<file path="config.mk">
export PLATFORM = sky130hd
export DESIGN_NAME = cardinal_nic
export DESIGN_NICKNAME = d
export VERILOG_FILES = /design/src/rtl/cardinal_nic_pkg.sv /design/src/rtl/nic_chan_buf.sv /design/src/rtl/cardinal_nic.sv
export SDC_FILE = /design/constraint.sdc
export NUM_CORES = 1
export LEC_CHECK = 0
export ABC_AREA = 1
export ABC_CLOCK_PERIOD_IN_PS = 2600
export CAP_MARGIN = 15
export CORE_MARGIN = 10
export CORE_UTILIZATION = 45
export DETAILED_ROUTE_END_ITERATION = 16
export GPL_TIMING_DRIVEN = 0
export PLACE_DENSITY = 0.85
export SYNTH_ARGS = -nofsm -noshare
export SYNTH_HDL_FRONTEND = slang
export SYNTH_SLANG_ARGS = --single-unit
</file>
<file path="constraint.sdc">
create_clock -name clk -period 2.6 [get_ports clk]
set_input_delay 0.26 -clock clk [delete_from_list [all_inputs] [get_ports clk]]
set_output_delay 0.26 -clock clk [all_outputs]
set_load 0.02 [all_outputs]
</file>
<file path="src/rtl/cardinal_nic_pkg.sv">
// Shared constants for the cardinal_nic PE/router interface: flit width,
// virtual-channel bit position and the PE register map.
package cardinal_nic_pkg;
   localparam int DATA_W = 64;
   localparam int ADDR_W = 2;
   localparam int VC_BIT = 63;

   typedef enum logic [ADDR_W-1:0] {
      ADDR_IN_BUF   = 2'b00,
      ADDR_IN_STAT  = 2'b01,
      ADDR_OUT_BUF  = 2'b10,
      ADDR_OUT_STAT = 2'b11
   } nic_addr_e;
endpackage

</file>
<file path="src/rtl/nic_chan_buf.sv">
// Single-entry flit buffer with a full flag; load fills it, clear empties it.
// The data is kept after clear so stale reads return the last flit.
module nic_chan_buf
   import cardinal_nic_pkg::*;
#(
   parameter int W = DATA_W
) (
   input  logic         clk,
   input  logic         reset,
   input  logic         load,
   input  logic         clear,
   input  logic [W-1:0] d,
   output logic [W-1:0] q,
   output logic         full
);
   // NOTE: state uses non-blocking assignments so every reader sees pre-edge values.
   always_ff @(posedge clk) begin
      if (reset) begin
         q    <= '0;
         full <= 1'b0;
      end else if (load) begin
         q    <= d;
         full <= 1'b1;
      end else if (clear) begin
         full <= 1'b0;
      end
   end
endmodule

</file>
<file path="src/rtl/cardinal_nic.sv">
// PE <-> router network interface with one flit buffer per direction.
// Optional NIC_REG_DOUT_EN registers the PE read data (d_out).
module cardinal_nic
   import cardinal_nic_pkg::*;
(
   input  logic              clk,
   input  logic              reset,
   input  logic [ADDR_W-1:0] addr,
   input  logic [DATA_W-1:0] d_in,
   output logic [DATA_W-1:0] d_out,
   input  logic              nicEn,
   input  logic              nicEnWr,
   input  logic              net_si,
   output logic              net_ri,
   input  logic [DATA_W-1:0] net_di,
   output logic              net_so,
   input  logic              net_ro,
   output logic [DATA_W-1:0] net_do,
   input  logic              net_polarity
);
   logic [DATA_W-1:0] in_buf, out_buf, rd_mux;
   logic              in_full, out_full;
   logic              rd_en, wr_en, in_load, in_clear, out_load;

   assign rd_en = nicEn & ~nicEnWr;
   assign wr_en = nicEn & nicEnWr;

   // Loads are gated by the empty flag, so load and clear never coincide.
   assign in_load  = net_si & ~in_full;
   assign in_clear = rd_en & (addr == ADDR_IN_BUF) & in_full;
   assign out_load = wr_en & (addr == ADDR_OUT_BUF) & ~out_full;

   assign net_ri = ~in_full;
   assign net_so = out_full & net_ro & (out_buf[VC_BIT] == net_polarity);
   assign net_do = out_buf;

   nic_chan_buf #(.W(DATA_W)) u_in_buf (
      .clk   (clk),
      .reset (reset),
      .load  (in_load),
      .clear (in_clear),
      .d     (net_di),
      .q     (in_buf),
      .full  (in_full)
   );

   nic_chan_buf #(.W(DATA_W)) u_out_buf (
      .clk   (clk),
      .reset (reset),
      .load  (out_load),
      .clear (net_so),
      .d     (d_in),
      .q     (out_buf),
      .full  (out_full)
   );

   // NOTE: default assigned first so no path through the case infers a latch.
   always_comb begin
      rd_mux = '0;
      case (addr)
         ADDR_IN_BUF:   rd_mux = in_buf;
         ADDR_IN_STAT:  rd_mux = {{(DATA_W-1){1'b0}}, in_full};
         ADDR_OUT_STAT: rd_mux = {{(DATA_W-1){1'b0}}, out_full};
         default:       rd_mux = '0;
      endcase
   end

`ifdef NIC_REG_DOUT_EN
   logic [DATA_W-1:0] d_out_q;

   always_ff @(posedge clk) begin
      if (reset)      d_out_q <= '0;
      else if (rd_en) d_out_q <= rd_mux;
   end

   assign d_out = d_out_q;
`else
   assign d_out = rd_en ? rd_mux : '0;
`endif
endmodule

</file>
# == Word-level counts from Yosys, hierarchy flattened ==
# Index checks and enable logic that the tools add are counted.
# word_totals
register_bits,130
inputBits,137
out_inout_bits,130
# classes
eq_ne,4
n_mux,6
bitwise_logic,12
reduce_logical,3
# ops
operator,n
one-hot mux 64 bit (3 select lines),1
two-way mux 64 bit,1
bitwise AND 1 bit,9
== test 2 bit (second input constant),2
two-way mux 1 bit,4
nonzero test 2 bit,2
inverter 1 bit,3
== test 2 x 1 -> 1 bit (second input constant),1
logical NOT 2 bit,1
== test 1 bit,1

# == Logic depth before layout (Yosys ltp) ==
# Gate-level depths: netlist of run 1.
# depth
depth_word,6
ltp_mapped,8
depth_no_buf,6

# == Hierarchy ==
# From an unflattened synthesis of run 1, not the netlist that was laid out.
# hier_totals
hier_cells,719
area_unflattened_um2,5245.0
# modules_own_cells
mod,n_inst,cells_each,area_per_inst_um2,seq_area_each_um2
nic_chan_buf,2,282,2296.0,1301.2
cardinal_nic,1,155,653.1,0.0

# == Worst setup path after synthesis of run 1 ==
# No wires, ideal clock.
# synth_timing
kind,register to output
from,register u_out_buf.full
to,output d_out[0]
arrival_time_ns,1.185
required_ns,2.340
setup_slack_ns,1.155
path_stages_with_launch,6
n_path_buf,1
path_cell_list,dfxtp_1 > inv_1 > buf_2 > nand2_1 > o21ai_0 > o21ai_0
# synth_via
elab_chain_cells,2
# synth_lines
item,line_no,source
from (decl),nic_chan_buf.sv:14,output logic full
from (signal assigned),nic_chan_buf.sv:20,full <= 1'b0;
from (signal assigned),nic_chan_buf.sv:23,full <= 1'b1;
from (signal assigned),nic_chan_buf.sv:25,full <= 1'b0;
one-hot mux 64 bit (3 select lines),cardinal_nic.sv:60,case (addr)
two-way mux 64 bit,cardinal_nic.sv:78,assign d_out = rd_en ? rd_mux : '0;
to (decl),cardinal_nic.sv:10,"output logic [DATA_W-1:0] d_out,"
# Every way passes these cells.

# == Final worst setup path of run 1 ==
# layout_timing
from,input addr[1]
to,output d_out[17]
# layout_via
elab_chain_cells,3
elab_cells_between_ends,5
cone_classes,eq/ne (2); mux (2); reduce/logical (1)
# layout_lines
item,line_no,source
from (decl),cardinal_nic.sv:8,"input logic [ADDR_W-1:0] addr,"
"== test 2 bit, or another cell as far along",cardinal_nic.sv:60,
one-hot mux 64 bit (3 select lines) *,cardinal_nic.sv:60,
two-way mux 64 bit *,cardinal_nic.sv:78,
# Mark *: on every way between the ends. The rest lies on a longest branch, timed or not.

==> reports/metrics.yaml, run 1 <==
status: "finished clean"
num_vias: 6538
grt_pass1_vias: 6034
hold_buffers: 0
globalplace.congestion: 0.855
powerDensity_nw_per_um2: 542
syn_inst: 986
final_area_um2: 9640
ys_seq_area_frac: 0.421
die_x_um: 137
cts_num_sinks: 130
cp_slowest_stage_delay_ns: 0.63
p_leak_nw: 4.69
timing.rr.end: "u_out_buf.q[28]$_SDFFE_PP0P_"
fin_skew_ns: 0.00847
worstSkewPairLatency_ns: 0.41
hpwl_um: 16000
min_path_cells: 3
instances_no_fill: 1458
netlist_area_um2: 6180
die_h_um: 137
timing.final.crit_share: 0.945
avgSynthCellArea_um2: 6.26
maxSlewHeadroom: 0.674
slew_viol_final: 0
place_area_um2: 9060
io-pin-count: 267
crit_arrival_ns: 2.20
synth_cell_types: 19
regToRegSetupSlack_ns: 1.24
postCtsSetupBuffers: 0
startpoint: "addr[1]"
synth_warnings: 0
cts_tree: "yes"
setup_viol: 0
die-area_um2: 18800
crit_top_cell: "clkdlybuf4s50_1"
synth_nets: 1123
htreeDepth: 4
row_count: 42
grt_use_met2: 0.345
dpl.cell_count: 1428
drc_errors: 0
grt_pass1_wl_um: 31400
final_nets: 1408
reg2reg_from: "u_out_buf.full$_SDFFE_PP0P_"
crit_end: "d_out[17]"
worstSetupEndpointType: "primary output"
worstPathCellList: "clkdlybuf4s50_1 -> nor2_2 -> clkbuf_4 -> buf_2 -> nand2_1 -> nor2_1 -> clkdlybuf4s50_1"
grt_overflow_total: 0
required_ns: 2.34
wl_per_cell_um: 14.3
drt-initial-drc-count: 348
grt_use_met1: 0.231
antenna_found_initial: 0
startpoint_type: "input port"
syn2layout_area_growth_pct: 56.0
ys_seq_elements: 130
start_util: 0.463
hp-class: "in -> reg"
multi_input_area_um2: 2480
cts-buffers-inserted: 17
vdd_drop_max_mv: 0.405
detail-route-antenna-nets: 0
grt_util_all_layers: 0.213
post-route-util: 0.722
period_minus_slack_ns: 2.46
power_w: 0.00522
worstMarginPinSlew_ns: 0.489
fillCellCount: 1104
diodes: 0
final_hold_viol_count: 0
drive_gt1_frac: 0.0647
fp.coreArea_um2: 13300
dr.pass1.iters: 5
grt_util_met3: 0.120
top_usage_layer: "met2"
clk_pin_slew_ns: 0.05
grt_setup_unrepaired: "no"
io_buffers: 266
drv_cap: 0
root_buffer: "clkbuf_16"
critPathKind: "in -> out"
slowest_stage: "clkdlybuf4s50_1"
wirelength_um: 20800
reg2reg_depth: 6
seqCellArea_um2: 2600
cts_buffer_depth: 2
viasPerCell: 4.48
cp_max_fo: 10
max_freq_mhz: 407
grt_max_degree: 17
-- area by class of cell --
| class | instances | area share |
|---|---|---|
| Timing Repair Buffer | 266 | 0.278 |
| Sequential cell | 130 | 0.270 |
| Multi-Input combinational cell | 596 | 0.258 |
| Inverter | 200 | 0.0779 |
| Clock buffer | 25 | 0.0514 |
| Buffer | 60 | 0.0365 |
| Tap cell | 176 | 0.0228 |
| Clock inverter | 5 | 0.00545 |
-- cell usage after synthesis --
library cell / count / area share
buf_1: 6 / 0.0036
nand3_2: 9 / 0.015
inv_1: 195 / 0.12
o21ai_0: 59 / 0.048
nand3_1: 56 / 0.045
o21ai_2: 1 / 0.0014
nor2_2: 3 / 0.0030
nand3_4: 1 / 0.0028
buf_6: 12 / 0.022
inv_2: 5 / 0.0030
buf_2: 22 / 0.018
a21oi_1: 1 / 0.00081
buf_4: 1 / 0.0012
nand2_2: 1 / 0.0010
dfxtp_1: 130 / 0.42
o21ai_1: 8 / 0.0065
nor2_1: 258 / 0.16
nand2_1: 199 / 0.12
clkbuf_1: 19 / 0.012
-- layout by cell type, fill, tap and decap left out --
cell,instances
a21oi_1,1
buf_1,6
buf_2,20
buf_4,1
buf_6,12
bufinv_16,1
clkbuf_1,23
clkbuf_16,17
clkbuf_4,2
clkbuf_8,4
clkdlybuf4s50_1,232
clkinv_2,3
clkinvlp_4,1
dfxtp_1,130
dlygate4sd2_1,17
dlymetal6s2s_1,17
inv_1,195
inv_2,5
nand2_1,199
nand2_2,1
nand3_1,56
nand3_2,9
nand3_4,1
nor2_1,256
nor2_2,5
o21ai_0,59
o21ai_1,8
o21ai_2,1
-- per-stage QoR --
step           setup TNS (ns)  hold WS, ns  setup slack, ns
2_1_floorplan               0        0.329             1.16
3_3_place_gp           -0.327        0.462           -0.108
3_5_place_dp           -0.328        0.472           -0.110
4_1_cts                     0        0.443          0.00103
5_1_grt                     0        0.449           0.0155
6_report                    0        0.462            0.144
-- worst min-delay path by stage --
stage | from | to | slack [ns]
after CTS | net_di[57] | u_in_buf.q[57]$_SDFFE_PP0P_ | 0.44
after global placement | u_in_buf.q[28]$_SDFFE_PP0P_ | u_in_buf.q[28]$_SDFFE_PP0P_ | 0.46
after detailed placement | u_in_buf.q[39]$_SDFFE_PP0P_ | u_in_buf.q[39]$_SDFFE_PP0P_ | 0.47
after global routing | net_di[59] | u_in_buf.q[59]$_SDFFE_PP0P_ | 0.45
final | net_di[57] | u_in_buf.q[57]$_SDFFE_PP0P_ | 0.46
after floorplan | reset | u_in_buf.full$_SDFFE_PP0P_ | 0.33
-- kinds of logic (layout without fill, tap and decap cells) --
logic type             after synthesis  in the layout  share of synthesized area
buffers and inverters              260            556                      0.178
DFF                                130            130                      0.421
and+or+nand+nor                    527            527                      0.345
AOI/OAI and AO/OA                   69             69                     0.0565
-- critical path, delay by kind of cell --
kind	cells	cell delay, ns
AND/OR/NAND/NOR	3	0.35
buffers and inverters	4	1.58
-- registers in the layout, indices dropped and copies added (netlist names) --
signal and cells:
u_out_buf.q 64, u_in_buf.full 1, u_in_buf.q 64, u_out_buf.full 1
-- per-layer routing --
| layer | part of all wire | up-vias |
|---|---|---|
| li1 | - | 3439 |
| met4 | 0.017 | 0 |
| met1 | 0.39 | 2838 |
| met3 | 0.14 | 25 |
| met2 | 0.46 | 236 |
| met5 | 0 | - |
-- where the power goes --
part	switching, W	total (W)	internal (W)	leakage [nW]
Clock	0.000820	0.00222	0.00140	0.269
Sequential	0.0000593	0.00218	0.00212	1.07
Combinational	0.000420	0.000828	0.000408	3.36
Total	0.00130	0.00522	0.00393	4.69
-- what timing repair did --
action	in CTS	in global routing
endpoints found under the setup margin	17	43
gates resized for setup	17	21
pin swaps	0	0
Note: power is estimated with default switching activity, not from simulation.
==> run 2: changes to the inputs <==
--- a/config.mk
+++ b/config.mk
@@ -9,10 +9,11 @@
 export ABC_CLOCK_PERIOD_IN_PS = 2600
 export CAP_MARGIN = 15
 export CORE_MARGIN = 10
-export CORE_UTILIZATION = 45
+export CORE_UTILIZATION = 46
+export CTS_CLUSTER_SIZE = 30
 export DETAILED_ROUTE_END_ITERATION = 16
 export GPL_TIMING_DRIVEN = 0
-export PLACE_DENSITY = 0.85
+export PLACE_DENSITY = 0.86
 export SYNTH_ARGS = -nofsm -noshare
 export SYNTH_HDL_FRONTEND = slang
 export SYNTH_SLANG_ARGS = --single-unit
==> reports/metrics.yaml, run 2 (synthesized netlist as in run 1, its figures left out) <==
status: "finished clean"
crit_arrival_ns: 2.26  # +0.06 ns
start_util: 0.468  # +0.00553
detail-route-antenna-nets: 0  # unchanged
cts_num_sinks: 130  # unchanged
reg_top3: "u_in_buf.q x64, u_out_buf.q x64"
powerDensity_nw_per_um2: 557  # +2.8%
sequentialPowerShare: 0.403  # -0.013
grt_setup_unrepaired: "no"
regToRegSetupSlack_ns: 1.25  # about the same
fillCellCount: 1027  # -7.0%
drc_errors: 0  # unchanged
final_area_um2: 9700  # +0.66%
fin_skew_ns: 0.0117  # +0.00319 ns
drt-initial-drc-count: 273  # -22%
globalplace.congestion: 0.857  # +0.25%
swShare: 0.244  # -0.00445
diodes: 0  # unchanged
startpoint_type: "input port"
hp-class: "in -> reg"
setup_viol: 0  # unchanged
grt_max_degree: 17  # unchanged
timing.final.crit_share: 0.970  # +0.0248
pwr-share-clk: 0.443  # +0.018
grt_util_all_layers: 0.225  # +0.0120
cp_num_buf_inv: 4  # unchanged
cts_tree: "yes"
cp_slowest_stage_delay_ns: 0.62  # about the same
final_hold_viol_count: 0  # unchanged
critPathKind: "in -> out"
die_h_um: 136  # -0.93%
clk_pin_slew_ns: 0.05  # about the same
cp_max_fo: 10  # unchanged
maxSlewHeadroom: 0.687  # +0.0127
combPwrFrac: 0.154  # -0.005
grt_pass1_vias: 6498  # +7.7%
worstSkewPairLatency_ns: 0.42  # about the same
p_int_w: 0.00408  # +4.1%
slowest_stage: "clkdlybuf4s50_1"
instances_no_fill: 1457  # -0.069%
antenna_found_initial: 0  # unchanged
postCtsSetupBuffers: 0  # unchanged
viasPerCell: 4.58  # +2.1%
wirelength_um: 21500  # +3.4%
row_count: 42  # unchanged
htreeDepth: 4  # unchanged
dr.pass1.iters: 5  # unchanged
hpwl_um: 16100  # +0.73%
syn2layout_area_growth_pct: 57.1
cts-buffers-inserted: 17  # unchanged
die_x_um: 136  # -0.93%
post-route-util: 0.736  # +0.0135
worstMarginPinSlew_ns: 0.470  # -0.0190 ns
slew_viol_final: 0  # unchanged
final_cell_mix: "nor2_1 (256), clkdlybuf4s50_1 (217), nand2_1 (199)"
drive_gt1_frac: 0.0656  # +0.000831
required_ns: 2.34  # about the same
p_leak_nw: 4.97  # +5.8%
dpl.cell_count: 1428  # unchanged
root_buffer: "clkbuf_16"
drv_cap: 0  # unchanged
grt_overflow_total: 0  # unchanged
cts_buffer_depth: 2  # unchanged
whs_ns: 0.445  # -0.0160 ns
fp.coreArea_um2: 13200  # -1.2%
place_area_um2: 9060  # unchanged
layout_commonest_cell: "nor2_1"
io_buffers: 266  # unchanged
crit_family: "buffers and inverters"
num_vias: 6668  # +2.0%
worstPathCellList: "clkdlybuf4s50_1 -> nor2_2 -> buf_4 -> buf_2 -> nand2_1 -> nor2_1 -> clkdlybuf4s50_1"
period_minus_slack_ns: 2.52  # +0.0644 ns
wl_per_cell_um: 14.8  # +3.5%
die-area_um2: 18500  # -1.9%
p_switching_w: 0.00132  # +1.6%
max_freq_mhz: 397  # -2.6%
grt_pass1_wl_um: 32800  # +4.7%
final_nets: 1408  # unchanged
vdd_drop_max_mv: 0.405  # about the same
crit_top_cell: "clkdlybuf4s50_1"
worstSetupEndpointType: "primary output"
io-pin-count: 267  # unchanged
run 2: cell types whose count changed in the layout (fill, tap and decap cells not counted):
cell and delta:
buf_2 +1, buf_4 +1, bufinv_16 +2, clkbuf_1 -2
clkbuf_2 +1, clkbuf_4 -2, clkbuf_8 -1, clkdlybuf4s50_1 -15
clkinvlp_4 -1, dlygate4sd2_1 +2, dlymetal6s2s_1 +13
run 2: metal layers:
| layer | share of wire | global-route usage | up-vias |
|---|---|---|---|
| met5 | 0 | 0 | - |
| li1 | - | - | 3429 |
| met2 | 0.47 | 0.381 | 262 |
| met1 | 0.38 | 0.237 | 2947 |
| met4 | 0.022 | 0.0805 | 0 |
| met3 | 0.13 | 0.112 | 30 |
run 2: power groups by stage:
stage / Sequential [W] / Combinational (W) / Clock [W]
finish: 0.00218 / 0.000832 / 0.00240
global route: 0.00219 / 0.000926 / 0.00250
CTS: 0.00218 / 0.000835 / 0.00241
detailed placement: 0.00222 / 0.000826 / 0
global placement: 0.00221 / 0.000813 / 0
floorplan: 0.00225 / 0.000383 / 0
run 2: worst paths after layout:
check / startpoint / to / cells past startpoint
worst min register to register: u_in_buf.q[33]$_SDFFE_PP0P_ / u_in_buf.q[33]$_SDFFE_PP0P_ / 2
worst max-delay path: addr[1] / d_out[38] / 7
worst max register to register: u_out_buf.full$_SDFFE_PP0P_ / u_out_buf.q[22]$_SDFFE_PP0P_ / 6
worst min-delay path: net_di[58] / u_in_buf.q[58]$_SDFFE_PP0P_ / 3
run 2: cell type report:
type                       instances  area, µm²  share of cell area
buffer                            60        350              0.0361
clock buffer                      23        478              0.0493
clock inverter                     6        105              0.0108
inverter                         200        751              0.0774
multi-input combinational        596       2480               0.256
sequential                       130       2600               0.268
tap                              176        220              0.0227
timing repair buffer             266       2710               0.280
run 2: repair_timing:
| action | CTS | global route |
|---|---|---|
| setup endpoints to repair | 52 | 40 |
| hold buffers | 0 | 0 |
| gates resized for setup | 21 | 33 |
| hold endpoints to repair | 0 | 0 |
run 2: worst reg2reg max path: cells and delay by family (launching register included):
kind | cells | cell delay [ns]
simple gates | 3 | 0.25
flops | 1 | 0.33
buf+inv | 3 | 0.68
run 2: metrics by stage:
step	setup slack [ns]	setup TNS, ns	total power, W
floorplan	1.16	0	0.00263
CTS	0.0217	0	0.00542
detailed placement	-0.288	-4.78	0.00304
global placement	-0.295	-4.82	0.00303
global route	0.00767	0	0.00562
finish	0.0792	0	0.00540
